--- config.mk ---
export PLATFORM = sky130hd
export DESIGN_NAME = output_port_vc_allocator
export DESIGN_NICKNAME = d
export VERILOG_FILES = /design/src/rtl/output_port_vc_allocator.sv
export SDC_FILE = /design/constraint.sdc
export NUM_CORES = 1
export LEC_CHECK = 0
export BUFFER_PORTS_ARGS = -buffer_cell sky130_fd_sc_hd__buf_2
export CAP_MARGIN = 10
export CORE_MARGIN = 10
export CORE_UTILIZATION = 25
export CTS_CLUSTER_SIZE = 12
export DETAILED_ROUTE_END_ITERATION = 12
export SETUP_SLACK_MARGIN = 0.05
export SYNTH_ARGS = -nofsm -noshare
export SYNTH_HDL_FRONTEND = slang
export SYNTH_SLANG_ARGS = --single-unit
export TNS_END_PERCENT = 1
--- constraint.sdc ---
create_clock -name clk -period 4.9 [get_ports clk]
set_input_delay 0.49 -clock clk [delete_from_list [all_inputs] [get_ports clk]]
set_output_delay 0.49 -clock clk [all_outputs]
set_load 0.01 [all_outputs]
--- src/rtl/output_port_vc_allocator.sv ---
// Output-port VC allocator: round-robin input arbitration, per-VC credit tracking
// and VC selection (preferred VC first, else highest-index VC with a free slot).
module output_port_vc_allocator #(
    parameter int unsigned INPUT_NUM       = 5,
    parameter int unsigned OUTPUT_VC_NUM   = 4,
    parameter int unsigned OUTPUT_VC_DEPTH = 2,
    localparam int unsigned VC_IDX_W = (OUTPUT_VC_NUM > 1) ? $clog2(OUTPUT_VC_NUM) : 1,
    localparam int unsigned CNT_W    = $clog2(OUTPUT_VC_DEPTH + 1),
    localparam int unsigned IN_IDX_W = (INPUT_NUM > 1) ? $clog2(INPUT_NUM) : 1
) (
    input  logic                                    clk,
    input  logic                                    rstn,
    input  logic [INPUT_NUM-1:0]                    req_vld_i,
    input  logic [INPUT_NUM-1:0][VC_IDX_W-1:0]      req_pref_vc_i,
    input  logic [OUTPUT_VC_NUM-1:0]                credit_ret_vld_i,
    output logic [INPUT_NUM-1:0]                    gnt_o,
    output logic [VC_IDX_W-1:0]                     gnt_vc_id_o,
    output logic [IN_IDX_W-1:0]                     gnt_in_id_o,
    output logic [OUTPUT_VC_NUM-1:0][CNT_W-1:0]     vc_credit_counter_o,
    output logic                                    credit_err_o
);

    localparam logic [CNT_W-1:0]    CntMax  = CNT_W'(OUTPUT_VC_DEPTH);
    localparam logic [CNT_W-1:0]    CntOne  = CNT_W'(1);
    localparam logic [IN_IDX_W-1:0] LastIn  = IN_IDX_W'(INPUT_NUM - 1);
    localparam logic [IN_IDX_W-1:0] InOne   = IN_IDX_W'(1);

    logic [OUTPUT_VC_NUM-1:0][CNT_W-1:0] cnt_q, cnt_d;
    logic [IN_IDX_W-1:0]                 rr_ptr_q, rr_ptr_d;
    logic                                err_q, err_d;

    logic                win_found;
    logic [IN_IDX_W-1:0] win_idx;
    logic [VC_IDX_W-1:0] pref_vc;
    logic                vc_found;
    logic [VC_IDX_W-1:0] sel_vc;
    logic                gnt_valid;

    // Round-robin search starting at rr_ptr, wrapping past the last input.
    always_comb begin
        int k;
        k         = 0;
        win_found = 1'b0;
        win_idx   = '0;
        for (int i = 0; i < int'(INPUT_NUM); i++) begin
            k = int'(rr_ptr_q) + i;
            if (k >= int'(INPUT_NUM)) k = k - int'(INPUT_NUM);
            if (!win_found && req_vld_i[IN_IDX_W'(k)]) begin
                win_found = 1'b1;
                win_idx   = IN_IDX_W'(k);
            end
        end
    end

    // VC choice for the winner only: preferred VC if it has credit, else highest other.
    always_comb begin
        pref_vc  = req_pref_vc_i[win_idx];
        vc_found = 1'b0;
        sel_vc   = '0;
        if (int'(pref_vc) < int'(OUTPUT_VC_NUM) && cnt_q[pref_vc] != '0) begin
            vc_found = 1'b1;
            sel_vc   = pref_vc;
        end else begin
            // Ascending scan; the last hit is the highest-index candidate.
            for (int v = 0; v < int'(OUTPUT_VC_NUM); v++) begin
                if (VC_IDX_W'(v) != pref_vc && cnt_q[v] != '0) begin
                    vc_found = 1'b1;
                    sel_vc   = VC_IDX_W'(v);
                end
            end
        end
    end

    // Grant outputs; forced idle while reset is asserted.
    always_comb begin
        gnt_valid   = rstn && win_found && vc_found;
        gnt_o       = '0;
        gnt_vc_id_o = '0;
        gnt_in_id_o = '0;
        if (gnt_valid) begin
            gnt_o[win_idx] = 1'b1;
            gnt_vc_id_o    = sel_vc;
            gnt_in_id_o    = win_idx;
        end
    end

    // Next-state: credit counters, sticky overflow flag, round-robin pointer.
    always_comb begin
        logic dec;
        logic inc;
        dec      = 1'b0;
        inc      = 1'b0;
        cnt_d    = cnt_q;
        err_d    = err_q;
        rr_ptr_d = rr_ptr_q;
        for (int v = 0; v < int'(OUTPUT_VC_NUM); v++) begin
            dec = gnt_valid && (sel_vc == VC_IDX_W'(v));
            inc = credit_ret_vld_i[v];
            if (dec && !inc) begin
                cnt_d[v] = cnt_q[v] - CntOne;
            end else if (inc && !dec) begin
                if (cnt_q[v] == CntMax) err_d = 1'b1;
                else                    cnt_d[v] = cnt_q[v] + CntOne;
            end
        end
        if (gnt_valid) begin
            rr_ptr_d = (win_idx == LastIn) ? '0 : win_idx + InOne;
        end
    end

    // State registers with asynchronous active-low reset.
    always_ff @(posedge clk or negedge rstn) begin
        if (!rstn) begin
            cnt_q    <= {OUTPUT_VC_NUM{CntMax}};
            rr_ptr_q <= '0;
            err_q    <= 1'b0;
        end else begin
            cnt_q    <= cnt_d;
            rr_ptr_q <= rr_ptr_d;
            err_q    <= err_d;
        end
    end

    assign vc_credit_counter_o = cnt_q;
    assign credit_err_o        = err_q;

endmodule

==> impl_metrics.ini <==
[synthesis]
syn_area_per_cell_um2 = 7.79
synth_fp_nets = 324
synth-edff-count = 0
async_flop_share_pct = 100
seq_area_frac_synth_pct = 13.8
synth_common_cells = nand2_1 (22), nor2_1 (22), ha_1 (18)
synth_cells = 284
yosysTopAreaCell = ha_1
synth_top_area_share_pct = 10.2
synth_cell_type_count = 75
ys_warn_count = 0
ys.flop_type = dfrtp_1
synth_area_leaders = ha_1 (10%), dfrtp_1 (9.0%), mux2i_1 (5.4%), dfstp_2 (4.7%), nand2_1 (3.7%)
syn-cell-area_um2 = 2210
ys_ff_latch = 12

[sta]
slew_headroom_pct = 65.6
skew_ps = 5.63
clock.fmax_mhz = 210
finalCriticalPeriod_ps = 4770
max_slew.worst_pin.slew_ps = 512
fin_crit_sh_pct = 97.3
setup_viol = 0
hold_viol_final = 0
finalMaxSlewViolations = 0
grt_setup_unrepaired = true

[worst_setup_path]
start_kind = register
crit_path_end_kind = output pin
reg2reg_depth = 19
worstPathRequired_ps = 4410
startpoint = rr_ptr_q[0]
cp.arrival_ps = 4280
critPathMaxFanout = 5
rr_startpoint = rr_ptr_q[0]
worstSetupPathType = register to output pin

[drt]
wire_per_inst_um = 15.6
totalWireLength_um = 7200
via_per_inst = 5.27
drtIter0Drc = 86
vias = 2423
final_antenna_net_count = 0
drc = 0
first_pass_iters = 4

[grt]
antenna_found_initial = 0
grt_remaining_overflow = 0
grt_pass1_vias = 2316
grt_use_total_pct = 9.99
grt_pass1_wl_um = 11200
grt_max_degree = 22

[cts]
worst_skew_pair.late_latency_ps = 240
cts_max_level = 1
cts_tree = done
cts_made_buffers = 3
clock_sinks = 12
clkTransAtPathRegs_ps = 60
cts_buffer_depth = 2
clock-root-buffer = clkbuf_8

[floorplanning]
die_y_um = 114
coreArea_um2 = 8680
die_area_um2 = 13000
die_x_um = 114
row_count = 34
start_util_pct = 25.5
ioPinCount = 40

[cells_and_area]
area_delta_synth_final_pct = 38.3
drive_gt1_share_pct = 40.9
nets = 393
n_antenna_cell = 0
utilization_pct = 35.3

[placement]
routabilityCongestion = 0.890
dp_hpwl_um = 5310
io_buffers = 39

[status]
outcome = finished, final reports clean

[worst_hold_path]
hold_path_class = input pin to asynchronous set/reset pin

[run]
max_cap_viol_count = 0
worst max-delay path, cell delays in order (launching register included):
cell and delay [ps]:
dfrtp_1 400, inv_2 100, ha_4 140, inv_1 50, fa_2 540, o21ba_4 160, nor2_4 140, mux2i_1 240
mux2i_2 110, a211oi_2 360, and2_4 220, and4bb_2 280, o31ai_2 90, o221a_4 310, maj3_2 330, a211o_4 360
nor2_2 80, buf_2 130
worst paths after layout:
check | endpoint | slack, ps
worst max register to register | credit_err_o | 220
max in group asynchronous | vc_credit_counter_o[7] | 4470
worst min register to register | credit_err_o | 530
min in group clk | credit_err_o | 530
worst min-delay path | credit_err_o | 140
worst max-delay path | gnt_vc_id_o[0] | 130
flip-flops by register name, summed over array words and instances (netlist names):
name,cells
vc_credit_counter_o,8
rr_ptr_q,3
credit_err_o,1
stage by stage:
step | TNS, ps | hold slack, ps | instances | setup WS (ps) | instance area [um^2]
after floorplan | 0 | 194 | 284 | 81.3 | 2210
after global placement | 0 | 400 | 436 | 126 | 2620
after detailed placement | 0 | 407 | 436 | 62.0 | 2620
after CTS | 0 | 144 | 440 | 51.0 | 2690
after global routing | -19.0 | 148 | 460 | -19.0 | 3060
final | 0 | 136 | 460 | 131 | 3060
cells by family after synthesis:
logic type,Yosys count,synth area share [%]
AND/OR/NAND/NOR,120,29.6
AO/OA/AOI/OAI,75,27.4
buffers and inverters,32,6.05
adder cells (fa/ha/maj),20,11.6
multiplexers,14,6.95
flip-flops,12,13.8
XOR/XNOR,11,4.69
layer usage:
layer  share of wire (%)  up-vias  track usage, %
met2                  45       79            14.7
met4                 1.2        0            2.59
met1                  46     1162            13.6
met5                   0        -               0
li1                    -     1172               -
met3                 7.9       10            3.25
layout by cell type, fill, tap and decap left out, types with 8 or more instances in the layout:
master,count
a21o_1,10
a21oi_1,8
buf_2,39
buf_4,36
ha_1,14
inv_1,16
nand2_1,22
nand2b_1,10
nor2_1,18
nor2b_1,11
nor3_1,12
final cells by class:
type	instances	area (um^2)
clock buffer	4	55.1
tap	108	135
sequential	12	308
fill	916	5620
timing repair buffer	76	485
multi-input combinational	241	2010
inverter	19	71.3
timing repair:
action	4_1_cts	5_1_grt
pin swaps	2	16
hold buffers	0	0
setup endpoints to repair	5	11
gates resized for setup	5	43
gates cloned	0	1
buffers inserted	0	19
hold endpoints to repair	0	0
Power is left out: the tool's default activity adds up to more than one toggle a clock period on the data nets, which glitch-free logic cannot reach.
